### src/rtl/arith_pkg.sv
// -----------------------------------------------------------------------------
// arith_pkg
//
// Shared definitions for the sequential arithmetic blocks of the datapath.
//
// Contents:
//   SUB_WIDTH   - default operand width of serial_subtractor
//   sub_state_t - serial_subtractor controller states (IDLE, SHIFT, DONE)
// -----------------------------------------------------------------------------
package arith_pkg;

  localparam int SUB_WIDTH = 4;

  // Encodings are fixed so the debug state port decodes the same way in
  // every build.
  typedef enum logic [1:0] {
    IDLE  = 2'd0,
    SHIFT = 2'd1,
    DONE  = 2'd2
  } sub_state_t;

endpackage

### src/rtl/full_subtractor.sv
// -----------------------------------------------------------------------------
// full_subtractor
//
// One-bit full subtractor cell computing a - b - bin. It is built from
// explicit gate terms so it maps one-to-one onto the full adder cell used by
// the ripple-carry adders.
//
// Ports:
//   a    in  minuend bit
//   b    in  subtrahend bit
//   bin  in  borrow-in
//   diff out difference bit   = a ^ b ^ bin
//   bout out borrow-out       = ~a&b | ~a&bin | b&bin
// -----------------------------------------------------------------------------
module full_subtractor (
  input  logic a,
  input  logic b,
  input  logic bin,
  output logic diff,
  output logic bout
);

  logic a_n;
  logic ab_x;
  logic t_ab;
  logic t_abin;
  logic t_bbin;

  assign a_n    = ~a;
  assign ab_x   = a ^ b;
  assign diff   = ab_x ^ bin;

  // Majority of (~a, b, bin): a borrow is needed whenever the subtracted
  // quantities outweigh the minuend bit.
  assign t_ab   = a_n & b;
  assign t_abin = a_n & bin;
  assign t_bbin = b & bin;
  assign bout   = t_ab | t_abin | t_bbin;

endmodule

### src/rtl/serial_subtractor.sv
// -----------------------------------------------------------------------------
// serial_subtractor
//
// Bit-serial WIDTH-bit subtractor computing a - b - bin, LSB first, using one
// full_subtractor cell over WIDTH clock cycles.
//
// Handshake: start is sampled on a rising edge only while busy is low (IDLE or
// DONE). The edge that samples it captures a, b and bin. busy is then high for
// exactly WIDTH cycles, followed by a one-cycle done pulse in which diff and
// bout carry the result. start seen in the done cycle begins the next operation
// back-to-back. start while busy is ignored. diff and bout hold their value
// until a new operation starts shifting.
//
// Ports:
//   clk       in   rising-edge clock
//   rst       in   asynchronous, active-high reset
//   start     in   operation request
//   a         in   [WIDTH-1:0] minuend
//   b         in   [WIDTH-1:0] subtrahend
//   bin       in   borrow-in
//   busy      out  high while shifting
//   done      out  one-cycle result-valid pulse
//   diff      out  [WIDTH-1:0] (a - b - bin) mod 2^WIDTH
//   bout      out  final borrow-out (a < b + bin)
//   dbg_state out  [1:0] controller state (arith_pkg::sub_state_t encoding)
// -----------------------------------------------------------------------------
module serial_subtractor
  import arith_pkg::*;
#(
  parameter int WIDTH = SUB_WIDTH
) (
  input  logic             clk,
  input  logic             rst,
  input  logic             start,
  input  logic [WIDTH-1:0] a,
  input  logic [WIDTH-1:0] b,
  input  logic             bin,
  output logic             busy,
  output logic             done,
  output logic [WIDTH-1:0] diff,
  output logic             bout,
  output logic [1:0]       dbg_state
);

  localparam int            CW       = $clog2(WIDTH + 1);
  localparam logic [CW-1:0] LAST_CNT = CW'(WIDTH - 1);

  sub_state_t       state;
  logic [WIDTH-1:0] a_sr;
  logic [WIDTH-1:0] b_sr;
  logic [WIDTH-1:0] diff_sr;
  logic             borrow;
  logic [CW-1:0]    cnt;
  logic             busy_r;
  logic             done_r;

  logic             cell_d;
  logic             cell_bout;

  full_subtractor u_cell (
    .a    (a_sr[0]),
    .b    (b_sr[0]),
    .bin  (borrow),
    .diff (cell_d),
    .bout (cell_bout)
  );

  // busy and done are kept as their own flops, set alongside the state
  // transition, so the outputs come straight from registers.
  always_ff @(posedge clk or posedge rst) begin
    if (rst) begin
      state   <= IDLE;
      a_sr    <= '0;
      b_sr    <= '0;
      diff_sr <= '0;
      borrow  <= 1'b0;
      cnt     <= '0;
      busy_r  <= 1'b0;
      done_r  <= 1'b0;
    end else begin
      busy_r <= 1'b0;
      done_r <= 1'b0;
      unique case (state)
        IDLE, DONE: begin
          if (start) begin
            a_sr    <= a;
            b_sr    <= b;
            borrow  <= bin;
            diff_sr <= '0;
            cnt     <= '0;
            busy_r  <= 1'b1;
            state   <= SHIFT;
          end else begin
            state   <= IDLE;
          end
        end
        SHIFT: begin
          a_sr    <= a_sr >> 1;
          b_sr    <= b_sr >> 1;
          borrow  <= cell_bout;
          // Result bits enter at the MSB; after WIDTH shifts the first
          // (LSB) difference bit has reached bit 0.
          diff_sr <= {cell_d, diff_sr[WIDTH-1:1]};
          cnt     <= cnt + 1'b1;
          if (cnt == LAST_CNT) begin
            done_r <= 1'b1;
            state  <= DONE;
          end else begin
            busy_r <= 1'b1;
          end
        end
        default: begin
          state <= IDLE;
        end
      endcase
    end
  end

  assign busy      = busy_r;
  assign done      = done_r;
  assign diff      = diff_sr;
  // After the last shift the borrow flop holds the final borrow-out, and it
  // is not touched again until the next operation is accepted.
  assign bout      = borrow;
  assign dbg_state = 2'(state);

endmodule

### config.mk
export PLATFORM = sky130hd
export DESIGN_NAME = serial_subtractor
export DESIGN_NICKNAME = d
export VERILOG_FILES = /design/src/rtl/arith_pkg.sv /design/src/rtl/full_subtractor.sv /design/src/rtl/serial_subtractor.sv
export SDC_FILE = /design/constraint.sdc
export NUM_CORES = 1
export LEC_CHECK = 0
export CORE_ASPECT_RATIO = 0.75
export CORE_MARGIN = 1.5
export CORE_UTILIZATION = 52
export CTS_BUF_LIST = sky130_fd_sc_hd__clkbuf_8 sky130_fd_sc_hd__clkbuf_16
export DETAILED_ROUTE_END_ITERATION = 12
export HOLD_SLACK_MARGIN = 0.08
export PLACE_DENSITY_LB_ADDON = 0.08
export SETUP_SLACK_MARGIN = 0.4
export SKIP_LAST_GASP = 1
export SYNTH_ARGS = -nofsm -noshare
export SYNTH_HDL_FRONTEND = slang
export SYNTH_SLANG_ARGS = --single-unit
export TNS_END_PERCENT = 10
### constraint.sdc
create_clock -name clk -period 2.6 [get_ports clk]
set_clock_uncertainty 0.05 [all_clocks]
set_input_delay 0.52 -clock clk [delete_from_list [all_inputs] [get_ports clk]]
set_output_delay 0.52 -clock clk [all_outputs]
set_load 0.1 [all_outputs]
Word level (Yosys, flattened, before mapping)
Index checks and enable logic that the tools add are counted.
{"block": "totals", "reg_bits": 20, "output_inout_bits": 9, "wordCells": 44}
{"block": "op_classes", "add_sub_neg": 1, "eq_ne": 5, "mux": 18, "n_bitwise": 8, "reduce_logical": 4}
{"operator": "$pmux 4 s2", "n": 3}
{"operator": "$mux 4", "n": 3}
{"operator": "$mux 1", "n": 6}
{"operator": "$pmux 3 s2", "n": 1}
{"operator": "$ne 2x2->1 const B", "n": 2}
{"operator": "$pmux 1 s2", "n": 2}
{"operator": "$pmux 2 s2", "n": 1}
{"operator": "$add 3x1->3 const B", "n": 1}
{"operator": "$and 1x1->1", "n": 3}
{"operator": "$eq 3x2->1 const B", "n": 1}
{"operator": "$mux 3", "n": 1}
{"operator": "$eq 2x1->1 const B", "n": 1}
{"operator": "$eq 2x2->1 const B", "n": 1}
{"operator": "$logic_not 2->1", "n": 1}
{"operator": "$mux 2", "n": 1}
{"operator": "$or 1x1->1", "n": 2}
{"operator": "$reduce_and 2->1", "n": 1}
{"operator": "$reduce_bool 2->1", "n": 1}
{"operator": "$reduce_or 2->1", "n": 1}
{"operator": "$xor 1x1->1", "n": 2}
{"operator": "$not 1->1", "n": 1}

Logic depth before layout (Yosys ltp)
{"block": "logic_depth", "depth_word": 5, "ltp_mapped": 5, "ltp_nobuf": 4}

By module
A second synthesis with hierarchy kept.
{"block": "hier_totals", "cells_unflattened": 82, "hier_area_um2": 923.4}
{"mod": "serial_subtractor", "n_inst": 1, "cells_each": 79, "area_per_inst_um2": 895.9, "seq_area_each_um2": 500.5}
{"mod": "full_subtractor", "n_inst": 1, "cells_each": 3, "area_per_inst_um2": 27.5, "seq_area_each_um2": 0.0}

Least setup slack after synthesis
No wires, ideal clock.
{"block": "synth_path", "path_kind": "register to register", "from": "register borrow, in the netlist bout", "to": "register diff_sr[3], in the netlist diff[3]", "setup_time_ps": 123, "arrival_time_ps": 1808, "path_slack_ps": 619, "stages_incl_launch_ff": 4, "n_path_buf": 0, "path_cell_list": "dfrtp_1 > inv_1 > fa_1 > a22o_1"}
{"block": "synth_between", "elab_chain_cells": 2}
{"item": "start, declared", "line_no": "serial_subtractor.sv:52", "rtl": "logic borrow;"}
{"item": "start signal, assigned", "line_no": "serial_subtractor.sv:88", "rtl": "borrow <= bin;"}
{"item": "start signal, assigned", "line_no": "serial_subtractor.sv:100", "rtl": "borrow <= cell_bout;"}
{"item": "$xor 1x1->1", "line_no": "full_subtractor.sv:31", "rtl": "assign diff = ab_x ^ bin;"}
{"item": "$pmux 4 s2", "line_no": "serial_subtractor.sv:83", "rtl": "unique case (state)"}
{"item": "end signal, assigned", "line_no": "serial_subtractor.sv:103", "rtl": "diff_sr <= {cell_d, diff_sr[WIDTH-1:1]};"}
{"item": "end, declared", "line_no": "serial_subtractor.sv:51", "rtl": "logic [WIDTH-1:0] diff_sr;"}
No other way between the ends.
A chain may end at the register's enable or synchronous reset.

Worst setup path in the final report
{"block": "layout_path", "from": "register state[0], in the netlist dbg_state[0]", "to": "output dbg_state[0]"}
{"item": "start, declared", "line_no": "serial_subtractor.sv:48", "rtl": "sub_state_t state;"}
{"item": "start signal, assigned", "line_no": "serial_subtractor.sv:72", "rtl": "state <= IDLE;"}
{"item": "start signal, assigned", "line_no": "serial_subtractor.sv:92", "rtl": "state <= SHIFT;"}
{"item": "start signal, assigned", "line_no": "serial_subtractor.sv:94", "rtl": "state <= IDLE;"}
{"item": "end, declared", "line_no": "serial_subtractor.sv:42", "rtl": "output logic [1:0] dbg_state"}
No word-level cell between the ends.

==> summary.txt <==
Synthesis
  – Yosys top cell by area: dfrtp_1
  – Syn Inst Count: 79
  – EDFF count, synth: 0
  – Mean Syn Cell Area: 12.3 um2
  – Mapped Area: 975 um2
  – FFs w/ async S/R, synth: 100%
  – Synth cell count leaders: 20 x dfrtp_1, 8 x a22o_1, 7 x nor2b_1
  – Top post-synthesis cells by area: dfrtp_1 51%, a22o_1 7.2%, mux2i_1 6.2%
  – Library cells used by synthesis: 20
  – Main synth FF type: dfrtp_1
  – Count leader, synth: dfrtp_1
  – Post-synthesis sequential area ratio: 51.3%
  – Synth warn: 0
  – Top cell type's share of synthesized area: 51.3%
  – #FFs+latches synth: 20
  – Syn nets: 94

Floorplan
  – Row count: 13
  – Die Y-Extent: 40.5 um
  – Die Area: 2150 um2
  – Starting Density: 56.0%
  – Die Wd: about 53 um
  – Core box area: 1740 um2
  – I/O pins: 21

Clock network
  – Clk root buf: clkbuf_8
  – Clk sinks: 20
  – Worst-path clk slew: 0.07 ns
  – Clock Path Buffers: 2
  – Post_cts resized: 0
  – Hold_buf cts: 0
  – Worst skew pair latency: between 0.2 and 0.3 ns
  – CTS tree: done
  – Cts bufs inserted: 3
  – Htree depth: 1
  – Postcts setup bufs: 0

Global route
  – Initial antenna violation count: 0
  – GRT Util Overall: 18.6%
  – Global-route wire length before repair: 2.70 mm
  – Residual overflow from global routing: 0
  – Vias in the first global route: 539
  – Pin count of the biggest net entering global routing: 21

Cells and area
  – Antenna fix cells: 0
  – Multi-input gate area: 413 um2
  – Register area: ~500 um2
  – Proportion of layout cells with a drive suffix above 1: around a fifth
  – Nets: 115
  – Area Overhead vs Synth: 21.7%
  – Fillers: between 100 and 150

Routing
  – Vias per cell: 5.31
  – First-pass DRT Iterations: 4
  – DR WL/cell: 14.6 um
  – DR vias: around 640
  – Total wire length: 1.75 mm
  – DRT iter0 DRCs: 18
  – Post-route ant nets: 0
  – Post-route DRC violation count: 0

Placement
  – IO Port Bufs: 20
  – RD Place Congestion: 0.753
  – DP HPWL: roughly 1.3 mm

STA
  – RSZ-0062 raised after global routing: false
  – Setup TNS: 0 ns
  – Max-slew violation count: 0
  – Final setup fails: 0
  – Slew HR: about half
  – Worst slew pin tran: ~0.76 ns
  – Max Freq: about 510 MHz
  – Final Cycle Share: between 70% and 80%
  – Final hold vios: 0
  – Min Tclk post-route: 1.95 ns

Status
  – Run status: completed

Critical path
  – CP Data Required Time: 2.03 ns
  – Arr. time, crit path: 1.38 ns
  – Crit Path Class: reg2out
  – Path depth of the worst reg2reg path: 3
  – CP max-delay cell: dfrtp_1
  – Crit. End Element: output pin
  – Max incr delay on CP: 0.73 ns
  – Reg-to-reg endpoint: cnt[0]
  – Number of buffers and inverters on the critical path: 1
  – Worst R2R Start: dbg_state[0]
  – R2R setup slack: 0.93 ns
  – Startpoint types: flip-flop
  – CP max FO: 20
  – Crit-path leading delay family: flip-flops
  – Sequence of cells on the critical path: buf_4

Hold path
  – Hold Startpoint: b_sr[3]
  – HP Class: reg2reg
  – WHS Endpoint: b_sr[3]
  – Hold Path Depth: 1

Flow run
  – Max-cap violations: 0
state kept, by name, indices dropped and copies added (netlist names):
name / flops
bout: 1
cnt: 3
b_sr: 4
dbg_state: 2
busy: 1
a_sr: 4
done: 1
diff: 4
placed cells by master, fill, tap and decap left out:
| cell | synthesis | layout |
|---|---|---|
| and2b_4 | 1 | 1 |
| mux2_2 | 3 | 3 |
| mux2i_1 | 6 | 6 |
| ha_1 | 2 | 2 |
| fa_1 | 1 | 1 |
| clkbuf_8 | 0 | 3 |
| nor2b_4 | 1 | 1 |
| and2_1 | 2 | 2 |
| nor2_1 | 2 | 2 |
| nor2_4 | 1 | 1 |
| clkdlybuf4s50_1 | 0 | 11 |
| dfrtp_1 | 20 | 20 |
| a21o_1 | 2 | 2 |
| nor2b_1 | 7 | 7 |
| inv_1 | 5 | 5 |
| a211oi_1 | 6 | 6 |
| a21oi_1 | 6 | 6 |
| a221oi_2 | 1 | 1 |
| a22o_1 | 8 | 8 |
| buf_4 | 0 | 10 |
worst max-delay path by stage:
stage | to | cells after the start | slack [ns] | startpoint
3_3_place_gp | cnt[0] | 4 | 0.75 | start
4_1_cts | dbg_state[0] | 1 | 0.64 | dbg_state[0]
6_report | dbg_state[0] | 1 | 0.65 | dbg_state[0]
5_1_grt | dbg_state[0] | 1 | 0.55 | dbg_state[0]
2_1_floorplan | diff[3] | 3 | 0.62 | bout
3_5_place_dp | b_sr[2] | 5 | 0.61 | start
final cells by class:
cell class                      instances  share of cell area (%)
Tap cell                               22                    2.32
Inverter                                5                    1.58
Sequential cell                        20                    42.2
Clock buffer                            3                    3.48
Timing Repair Buffer                   21                    15.6
Multi-Input combinational cell         49                    34.8
layer usage:
metal	global-route usage [%]	part of all wire, %	routed length [um]	vias to the layer above
li1	-	-	-	320
met1	28.6	54	944	300
met2	25.6	41	715	17
met3	6.72	5.3	93	0
met4	1.92	0	0	0
met5	0	0	0	-
logic make-up (layout without fill, tap and decap cells):
kind of cell / Yosys count / after routing / share of synthesized area [%]
AO/OA/AOI/OAI: 23 / 23 / 18.0
adder cells (fa/ha/maj): 3 / 3 / 4.62
buffers and inverters: 10 / 29 / 6.29
flip-flops: 20 / 20 / 51.3
multiplexers: 9 / 9 / 9.63
AND/OR/NAND/NOR: 14 / 14 / 10.1
per-stage QoR:
| stage | area (um2) | std cells | utilization [%] | worst slack [ns] | hold WS (ns) |
|---|---|---|---|---|---|
| floorplan | 975 | 79 | - | 0.619 | 0.415 |
| global placement | 1140 | 117 | 65.8 | 0.746 | 0.439 |
| detailed placement | 1140 | 117 | 65.8 | 0.609 | 0.437 |
| CTS | 1190 | 120 | 68.2 | 0.638 | 0.457 |
| global route | 1190 | 120 | 68.2 | 0.549 | 0.474 |
| finish | 1190 | 120 | 68.2 | 0.650 | 0.454 |
Power is left out: the tool's default activity adds up to more than one toggle a clock period on the data nets, which glitch-free logic cannot reach.
